### src/rtl/gpio_box_mc.sv
// GPIO command bridge: toggle-handshaked commands drive the DAC, LED, ADC readback select and the reset pulse.
// Define GPIO_BOX_ADC_AVG_EN to replace the snapshot readback with a 2^AVG_LOG2-sample boxcar average.
module gpio_box_mc #(
    parameter int unsigned GPIO_WIDTH    = 32,
    parameter int unsigned ADC_WIDTH     = 12,
    parameter int unsigned DAC_WIDTH     = 14,
    parameter int unsigned N_CH          = 2,
    parameter int unsigned LED_VAL_WIDTH = 8,
    parameter int unsigned PULSE_MAX_W   = 16,
    parameter int unsigned AVG_LOG2      = 4
) (
    input  logic                          clk,
    input  logic                          rst_n,
    input  logic [GPIO_WIDTH-1:0]         gp_in,
    input  logic [N_CH*ADC_WIDTH-1:0]     adc_data,
    input  logic                          adc_valid,
    output logic [GPIO_WIDTH-1:0]         gp_out,
    output logic [N_CH*DAC_WIDTH-1:0]     dac_data,
    output logic                          dac_update,
    output logic [LED_VAL_WIDTH-1:0]      led_out,
    output logic                          pulse_rst
);

    typedef enum logic [2:0] {
        OP_NOP    = 3'd0,
        OP_SHADOW = 3'd1,
        OP_COMMIT = 3'd2,
        OP_DIRECT = 3'd3,
        OP_ADCSEL = 3'd4,
        OP_LED    = 3'd5,
        OP_PULSE  = 3'd6,
        OP_RSVD   = 3'd7
    } op_e;

    typedef enum logic {
        P_IDLE   = 1'b0,
        P_ACTIVE = 1'b1
    } pstate_e;

    localparam logic [4:0] N_CH_W = 5'(N_CH);

    logic [GPIO_WIDTH-1:0]     gp_q;
    logic                      tog_q;
    logic                      ack_q;
    logic                      err_q;
    logic [3:0]                rd_ch_q;
    logic [N_CH*DAC_WIDTH-1:0] shadow_q;
    logic [N_CH*DAC_WIDTH-1:0] dac_q;
    logic                      dac_upd_q;
    logic [LED_VAL_WIDTH-1:0]  led_q;
    logic [ADC_WIDTH-1:0]      sample_q;
    pstate_e                   state_q;
    logic [PULSE_MAX_W-1:0]    cnt_q;
    logic                      pulse_q;

    logic                      fire;
    op_e                       op;
    logic [3:0]                ch;
    logic [23:0]               cmd_data;
    logic                      ch_ok;
    logic                      pulse_go;
    logic [PULSE_MAX_W-1:0]    plen;
    logic [ADC_WIDTH-1:0]      sel_sample;
    logic                      unused_ok;

    assign fire     = gp_q[31] ^ tog_q;
    assign op       = op_e'(gp_q[30:28]);
    assign ch       = gp_q[27:24];
    assign cmd_data = gp_q[23:0];
    assign ch_ok    = ({1'b0, ch} < N_CH_W);
    assign pulse_go = fire && (op == OP_PULSE);
    assign plen     = cmd_data[PULSE_MAX_W-1:0];

    // Command decode and execution; each TOG edge executes exactly once.
    always_ff @(posedge clk or negedge rst_n) begin
        if (!rst_n) begin
            gp_q      <= '0;
            tog_q     <= 1'b0;
            ack_q     <= 1'b0;
            err_q     <= 1'b0;
            rd_ch_q   <= '0;
            shadow_q  <= '0;
            dac_q     <= '0;
            dac_upd_q <= 1'b0;
            led_q     <= '0;
        end else begin
            gp_q      <= gp_in;
            dac_upd_q <= 1'b0;
            if (fire) begin
                tog_q <= gp_q[31];
                ack_q <= gp_q[31];
                case (op)
                    OP_NOP: begin
                        if (cmd_data[0]) err_q <= 1'b0;
                    end
                    OP_SHADOW: begin
                        if (ch_ok) begin
                            for (int unsigned i = 0; i < N_CH; i++) begin
                                if (ch == 4'(i))
                                    shadow_q[i*DAC_WIDTH +: DAC_WIDTH] <= cmd_data[DAC_WIDTH-1:0];
                            end
                        end else begin
                            err_q <= 1'b1;
                        end
                    end
                    OP_COMMIT: begin
                        dac_q     <= shadow_q;
                        dac_upd_q <= 1'b1;
                    end
                    OP_DIRECT: begin
                        if (ch_ok) begin
                            for (int unsigned i = 0; i < N_CH; i++) begin
                                if (ch == 4'(i)) begin
                                    shadow_q[i*DAC_WIDTH +: DAC_WIDTH] <= cmd_data[DAC_WIDTH-1:0];
                                    dac_q[i*DAC_WIDTH +: DAC_WIDTH]    <= cmd_data[DAC_WIDTH-1:0];
                                end
                            end
                            dac_upd_q <= 1'b1;
                        end else begin
                            err_q <= 1'b1;
                        end
                    end
                    OP_ADCSEL: begin
                        if (ch_ok) rd_ch_q <= ch;
                        else       err_q   <= 1'b1;
                    end
                    OP_LED: begin
                        led_q <= cmd_data[LED_VAL_WIDTH-1:0];
                    end
                    OP_PULSE: begin
                    end
                    OP_RSVD: begin
                        err_q <= 1'b1;
                    end
                endcase
            end
        end
    end

    // Pulse FSM: high for L cycles starting at the execute edge; a new PULSE reloads the count.
    always_ff @(posedge clk or negedge rst_n) begin
        if (!rst_n) begin
            state_q <= P_IDLE;
            cnt_q   <= '0;
            pulse_q <= 1'b0;
        end else if (pulse_go) begin
            state_q <= P_ACTIVE;
            pulse_q <= 1'b1;
            cnt_q   <= (plen == '0) ? '0 : plen - PULSE_MAX_W'(1);
        end else begin
            case (state_q)
                P_IDLE: begin
                    pulse_q <= 1'b0;
                end
                P_ACTIVE: begin
                    if (cnt_q == '0) begin
                        state_q <= P_IDLE;
                        pulse_q <= 1'b0;
                    end else begin
                        cnt_q <= cnt_q - PULSE_MAX_W'(1);
                    end
                end
            endcase
        end
    end

    always_comb begin
        sel_sample = '0;
        for (int unsigned i = 0; i < N_CH; i++) begin
            if (rd_ch_q == 4'(i)) sel_sample = adc_data[i*ADC_WIDTH +: ADC_WIDTH];
        end
    end

`ifdef GPIO_BOX_ADC_AVG_EN
    localparam int unsigned ACC_W = ADC_WIDTH + AVG_LOG2;
    localparam logic [AVG_LOG2:0] AVG_LAST = (AVG_LOG2+1)'((1 << AVG_LOG2) - 1);

    logic [ACC_W-1:0]    acc_q;
    logic [ACC_W-1:0]    acc_sum;
    logic [AVG_LOG2:0]   avg_cnt_q;
    logic                avg_clr;

    assign acc_sum   = acc_q + ACC_W'(sel_sample);
    assign avg_clr   = fire && (op == OP_ADCSEL) && ch_ok;
    assign unused_ok = ^cmd_data;

    // A channel change restarts the window; the previous average stays visible until it fills.
    always_ff @(posedge clk or negedge rst_n) begin
        if (!rst_n) begin
            acc_q     <= '0;
            avg_cnt_q <= '0;
            sample_q  <= '0;
        end else if (avg_clr) begin
            acc_q     <= '0;
            avg_cnt_q <= '0;
        end else if (adc_valid) begin
            if (avg_cnt_q == AVG_LAST) begin
                sample_q  <= acc_sum[ACC_W-1:AVG_LOG2];
                acc_q     <= '0;
                avg_cnt_q <= '0;
            end else begin
                acc_q     <= acc_sum;
                avg_cnt_q <= avg_cnt_q + (AVG_LOG2+1)'(1);
            end
        end
    end
`else
    assign unused_ok = ^{cmd_data, 32'(AVG_LOG2)};

    always_ff @(posedge clk or negedge rst_n) begin
        if (!rst_n) begin
            sample_q <= '0;
        end else if (adc_valid) begin
            sample_q <= sel_sample;
        end
    end
`endif

    assign gp_out     = {ack_q, (state_q == P_ACTIVE), err_q, 1'b0, rd_ch_q, 24'(sample_q)};
    assign dac_data   = dac_q;
    assign dac_update = dac_upd_q;
    assign led_out    = led_q;
    assign pulse_rst  = pulse_q;

endmodule
### config.mk
export PLATFORM = sky130hd
export DESIGN_NAME = gpio_box_mc
export DESIGN_NICKNAME = d
export VERILOG_FILES = /design/src/rtl/gpio_box_mc.sv
export SDC_FILE = /design/constraint.sdc
export NUM_CORES = 1
export LEC_CHECK = 0
export CAP_MARGIN = 20
export CORE_ASPECT_RATIO = 0.7
export CORE_MARGIN = 2
export CORE_UTILIZATION = 41
export CTS_BUF_LIST = sky130_fd_sc_hd__clkbuf_4
export CTS_CLUSTER_SIZE = 16
export DETAILED_ROUTE_END_ITERATION = 12
export PLACE_DENSITY_LB_ADDON = 0.3
export SYNTH_ARGS = -nofsm -noshare
export SYNTH_HDL_FRONTEND = slang
export SYNTH_SLANG_ARGS = --single-unit
### constraint.sdc
create_clock -name clk -period 2.6 [get_ports clk]
set_input_delay 0.39 -clock clk [delete_from_list [all_inputs] [get_ports clk]]
set_output_delay 0.39 -clock clk [all_outputs]
set_load 0.01 [all_outputs]
== Word level (Yosys, flattened, before mapping) ==
Cells that the tools add are included.

* Add/subtract/negate cells: 2
* Magnitude comparators: 1
* Equal/unequal tests: 16
* Multiplexer cells: 22
* Bitwise operators: 2
* Reduce and logical (&&, ||, !) cells: 19

{| class="wikitable"
|+ Operator list
! cell !! count
|-
| 2-to-1 mux 16 bit || 4
|-
| case mux 28 bit (2 select lines) || 1
|-
| zero test 16 bit || 2
|-
| subtractor 16 x 1 -> 16 bit, second input constant || 2
|-
| 2-to-1 mux 14 bit || 2
|-
| 2-to-1 mux 28 bit || 1
|-
| 2-to-1 mux 12 bit || 2
|-
| AND reduction 4 bit || 5
|-
| equality test 3 bit, second input constant || 4
|-
| != test 2 bit, second input constant || 6
|-
| 2-to-1 mux 1 bit || 9
|-
| equality test 4 x 1 -> 1 bit, second input constant || 2
|-
| zero test 4 bit || 2
|-
| equality test 3 x 2 -> 1 bit, second input constant || 2
|-
| < comparator 4 x 2 -> 1 bit, second input constant || 1
|-
| case mux 1 bit (2 select lines) || 2
|-
| AND reduction 2 bit || 2
|-
| nonzero test 2 bit || 2
|-
| equality test 3 x 1 -> 1 bit, second input constant || 1
|-
| zero test 3 bit || 1
|-
| != test 3 x 1 -> 1 bit, second input constant || 1
|-
| case mux 1 bit (3 select lines) || 1
|-
| AND reduction 3 bit || 1
|-
| nonzero test 3 bit || 1
|-
| 5 further kinds || 5
|}

* Register bits: 133
* Bits of input ports: 59
* Output and inout port bits: 70

== Depth between registers and ports, before layout ==
* Depth after elaboration: 4
* Depth in mapped cells: 9
* Gate-level depth less buffers: 7

== Least setup slack after synthesis ==
Ideal clock, no wire load.

* Kind: flip-flop to flip-flop
* Start: reg gp_q[0]
* End: reg cnt_q[15]
* Library setup time: 121 ps
* Arrival time: 1922 ps
* Data required time: 2479 ps
* Slack: 557 ps
* Stages on the path, launching flop included: 9
* Period minus slack after synthesis: 2043 ps
* Cell sequence: dfrtp_1 -> inv_1 -> ha_1 -> nor4b_2 -> nand3_1 -> o41ai_2 -> buf_4 -> a21oi_1 -> o22a_1

* Longest elaborated chain between the ends: 3

{| class="wikitable"
|+ Ends and longest elaborated chain
! element !! RTL line !! RTL
|-
| from (decl) || 42 || <nowiki>logic [GPIO_WIDTH-1:0] gp_q;</nowiki>
|-
| from (signal assigned) || 87 || <nowiki>gp_q <= gp_in;</nowiki>
|-
| subtractor 16 x 1 -> 16 bit / zero test 16 bit (equally long branches) || 149 || <nowiki>cnt_q <= (plen == '0) ? '0 : plen - PULSE_MAX_W'(1);</nowiki>
|-
| 2-to-1 mux 16 bit * || 149 ||
|-
| 2-to-1 mux 16 bit * || 146 || <nowiki>end else if (pulse_go) begin</nowiki>
|-
| to (signal assigned) || 149 ||
|-
| to (signal assigned) || 160 || <nowiki>cnt_q <= cnt_q - PULSE_MAX_W'(1);</nowiki>
|-
| to (decl) || 53 || <nowiki>logic [PULSE_MAX_W-1:0] cnt_q;</nowiki>
|}

Every way passes the cells marked *; elsewhere a longest branch is shown, timed or not.
A chain may end at the register's enable or synchronous reset.

== Final worst setup path ==
* Start: reg gp_q[0]
* End: reg cnt_q[4]

Same word-level chain as after synthesis.

==> results by group <==
Run status
  – Outcome: finished, final reports clean

Timing
  – Final Setup Violations: 0
  – Peak Freq: around 440 MHz
  – Final period demand of the worst path: 2.25 ns
  – Worst Max-Slew Pin Slew: 0.764 ns
  – Slew Viols, Final: 0
  – TNS Setup: 0 ns
  – Unrepaired setup endpoints after global routing: no
  – Final Skew: 0.0184 ns
  – Final Cycle Share: between 80% and 90%
  – Final WS setup: 0.348 ns
  – Final count of hold timing violations: 0
  – Hold WS: 0.300 ns
  – Worst slew margin: between 40% and 50%

Detailed routing
  – DR pass1 iterations: 5
  – Routed vias: 4436
  – Final WL: approximately 14000 µm
  – Residual DRC: 0
  – WL/cell: 16.5 µm
  – DRT iter0 DRCs: 326
  – Top sig layer: met4
  – Antenna-violating nets left: 0
  – Detailed-routed wire length on met3: 805 µm
  – Met2 wire len: 6290 µm
  – Via density: ~5.3
  – M1 WL: 6630 µm

Global route
  – GRT Total Usage: 20.2%
  – Largest net degree at the start of global routing: between 40 and 50
  – Grt ovf: 0
  – Initial antenna violation count: 0
  – Vias in the first global route: 4392
  – First-pass GRT wire length: 22600 µm

Synth
  – XOR/XNOR Fraction of Synth Area: roughly 1.6%
  – Fraction of registers with async set/reset: 100%
  – Sequential cell area fraction in the yosys report: a little under three fifths
  – Ys flop type: dfrtp_1
  – Avg Cell Area, Syn: around 11 µm²
  – Largest family of logic cells by synthesized area: simple AND/OR/NAND/NOR gates
  – Synth Area in Adders: 0.672%
  – Post-synth EDFFs: 0
  – Mux share of post-synthesis cell area: 7.71%
  – Yosys warns: 0
  – Unique masters post-synth: 55
  – Post-Synthesis Cells: 520
  – Synth Cell Area: about 5600 µm²
  – Seq cells post-synth: approximately 130
  – Post-synthesis compound-gate area fraction: between 10 and 15%
  – Post-synthesis simple-gate area fraction: 14.7%

Worst hold path
  – Min-delay worst type: in2reg
  – Hold depth: 1
  – Hold endpoint: gp_q[6]$_DFF_PN0_
  – Min-delay src: gp_in[6]

Floorplanning
  – Chip Height: roughly 100 µm
  – Die width: approximately 140 µm
  – Initial Utilization: 42.2%
  – Die area: 14600 µm²
  – Cell Rows: 35
  – Core Box Area: 13200 µm²
  – I/O Pins: 129

Clock tree
  – Worst-skew pair later-pin latency: 0.52 ns
  – Post-CTS setup buffer count: 0
  – CTS tree: built
  – Clock slew at reported path FFs: roughly 0.11 ns
  – Root buffer cell: clkbuf_4
  – TritonCTS Buffers: 17
  – Deepest clock path buffer count: 2
  – Max H-tree Level: 4
  – Clock Sinks: roughly 130

Cells and area
  – Layout cells sized above 1: 14.6%
  – FILL cells: 1203
  – Final nets: 702
  – ANT cells: 0
  – Layout area overhead: 27.7%

Setup path
  – Critical R2R Launch: gp_q[0]$_DFF_PN0_
  – R2R depth: 8
  – CP arrival: 2.65 ns
  – Worst R2R End: cnt_q[4]$_DFFE_PN0P_
  – Reg-to-reg slack, setup: 0.35 ns
  – CP Capture Type: flop
  – CP Data Required Time: 3.00 ns
  – WS Path Type: reg2reg
  – Startpoint Class: flop
  – Critical Path Fanout Max: 11

Power
  – Psw: 0.00173 W
  – Pwr/cell area: 750 nW/µm²
  – Clock network power share: between 20 and 25%
  – Gate power share: around 28%
  – Seq pwr share: 50.1%
  – Switching Share: 32.4%
  – P_leak: 3.05 nW
  – Int Power: 0.00362 W
  – Peak VDD IR: 0.000285 V

Placed design
  – Pre-CTS WS: 0.381 ns
  – DP HPWL: approximately 10000 µm
  – # port buffers: 107
  – RePlAce Congestion: 0.846

Flow run
  – Max_cap viols: 0
==> stage by stage <==
stage / instances / util [%] / total power [W] / cell area, µm²
floorplan: 532 / - / 0.00348 / 5630
global placement: 805 / 52.1 / 0.00414 / 6890
detailed placement: 805 / 52.1 / 0.00420 / 6890
CTS: 837 / 53.9 / 0.00540 / 7130
global route: 837 / 53.9 / 0.00569 / 7130
finish: 837 / 53.9 / 0.00535 / 7130
==> layout make-up <==
class	count	area [µm²]	share of cell area, %
multi-input combinational	358	2250	31.5
tap	185	231	3.25
timing repair buffer	132	1270	17.8
inverter	6	22.5	0.316
sequential	125	3130	43.9
clock buffer	21	158	2.21
clock inverter	10	75.1	1.05
==> power groups by stage <==
stage | combinational (W) | sequential, W | clock (W)
2_1_floorplan | 0.000781 | 0.00270 | 0
3_3_place_gp | 0.00145 | 0.00269 | 0
3_5_place_dp | 0.00150 | 0.00271 | 0
4_1_cts | 0.00151 | 0.00267 | 0.00122
5_1_grt | 0.00165 | 0.00273 | 0.00131
6_report | 0.00149 | 0.00268 | 0.00118
==> what timing repair did <==
item | 4_1_cts | 5_1_grt
gates resized for setup | 0 | 0
endpoints found under the hold margin | 35 | 0
hold buffers | 1 | 0
==> synth_stat cells, types with 4 or more instances <==
cell type / n / area, µm²
a22oi_1: 12 / 90.1
nor4_1: 9 / 56.3
and2_1: 4 / 25.0
or3_1: 6 / 37.5
o22a_1: 4 / 35.0
clkbuf_1: 21 / 78.8
buf_4: 18 / 135
nand3_1: 7 / 35.0
dfrtp_1: 125 / 3130
a21oi_1: 66 / 330
nor3_1: 11 / 55.1
nand2_1: 32 / 120
nand4_1: 4 / 25.0
a31oi_1: 7 / 43.8
or4_1: 4 / 30.0
inv_1: 6 / 22.5
nor2_1: 47 / 176
xnor2_1: 6 / 52.6
xor2_1: 4 / 35.0
mux2i_1: 7 / 70.1
and3_1: 12 / 75.1
mux2_2: 32 / 360
o21ai_0: 27 / 135
==> registers in the layout (all words and copies together), names as in the netlist, 4 cells and up <==
register	cells
sample_q	12
led_out	8
dac_data	28
rd_ch_q	4
gp_q	24
cnt_q	16
shadow_q	28
==> worst max path at each step <==
stage / from / to / slack [ns] / cells past startpoint
6_report: gp_q[0]$_DFF_PN0_ / cnt_q[4]$_DFFE_PN0P_ / 0.35 / 8
5_1_grt: gp_q[0]$_DFF_PN0_ / cnt_q[4]$_DFFE_PN0P_ / 0.14 / 8
4_1_cts: gp_q[0]$_DFF_PN0_ / cnt_q[4]$_DFFE_PN0P_ / 0.35 / 8
3_5_place_dp: gp_q[0]$_DFF_PN0_ / cnt_q[4]$_DFFE_PN0P_ / 0.38 / 8
3_3_place_gp: cnt_q[0]$_DFFE_PN0P_ / cnt_q[4]$_DFFE_PN0P_ / 0.46 / 7
2_1_floorplan: gp_q[0]$_DFF_PN0_ / cnt_q[15]$_DFFE_PN0P_ / 0.56 / 8
==> critical path, stage by stage (launching register included) <==
cell and delay [ns]:
dfrtp_1 0.40, inv_1 0.13, ha_1 0.21, nor4b_2 0.27
nand3_1 0.28, o41ai_2 0.34, buf_4 0.23, nor2_1 0.06
o221a_1 0.22
==> kinds of logic after synthesis <==
family	count (synthesis)
AO/OA/AOI/OAI	136
XOR/XNOR	10
adder cells (fa/ha/maj)	3
buffers and inverters	49
flip-flops	125
multiplexers	39
other	1
AND/OR/NAND/NOR	157
==> per-layer routing <==
layer / vias up / track usage, %
li1: 2091 / -
met2: 136 / 29.8
met4: 0 / 4.75
met5: - / 0
met3: 6 / 5.86
met1: 2203 / 29.5
==> cells in the final DEF (no fill, tap or decap), drive strengths merged, types with 2 or more instances in the layout <==
cell | netlist | layout
or4 | 4 | 4
o21a | 3 | 3
inv | 6 | 6
a31oi | 7 | 7
clkinv | 0 | 7
o41ai | 2 | 2
o22a | 4 | 4
a22oi | 12 | 12
conb | 1 | 13
dfrtp | 125 | 125
nor2b | 3 | 3
mux2i | 7 | 7
o22ai | 3 | 3
o21ai | 27 | 27
and2 | 4 | 4
clkinvlp | 0 | 2
o31ai | 2 | 2
clkdlybuf4s50 | 0 | 106
nand2b | 2 | 2
nand4b | 2 | 2
or2 | 3 | 3
nor3b | 3 | 3
a21oi | 67 | 67
nor2 | 47 | 47
or3 | 6 | 6
ha | 3 | 3
clkbuf | 21 | 21
nand4 | 5 | 5
buf | 22 | 25
nor3 | 11 | 11
xnor2 | 6 | 6
nor4b | 3 | 3
mux2 | 32 | 32
xor2 | 4 | 4
nand3 | 7 | 7
and3 | 12 | 12
nor4 | 10 | 10
nand2 | 32 | 32
Note: power is estimated with default switching activity, not from simulation.
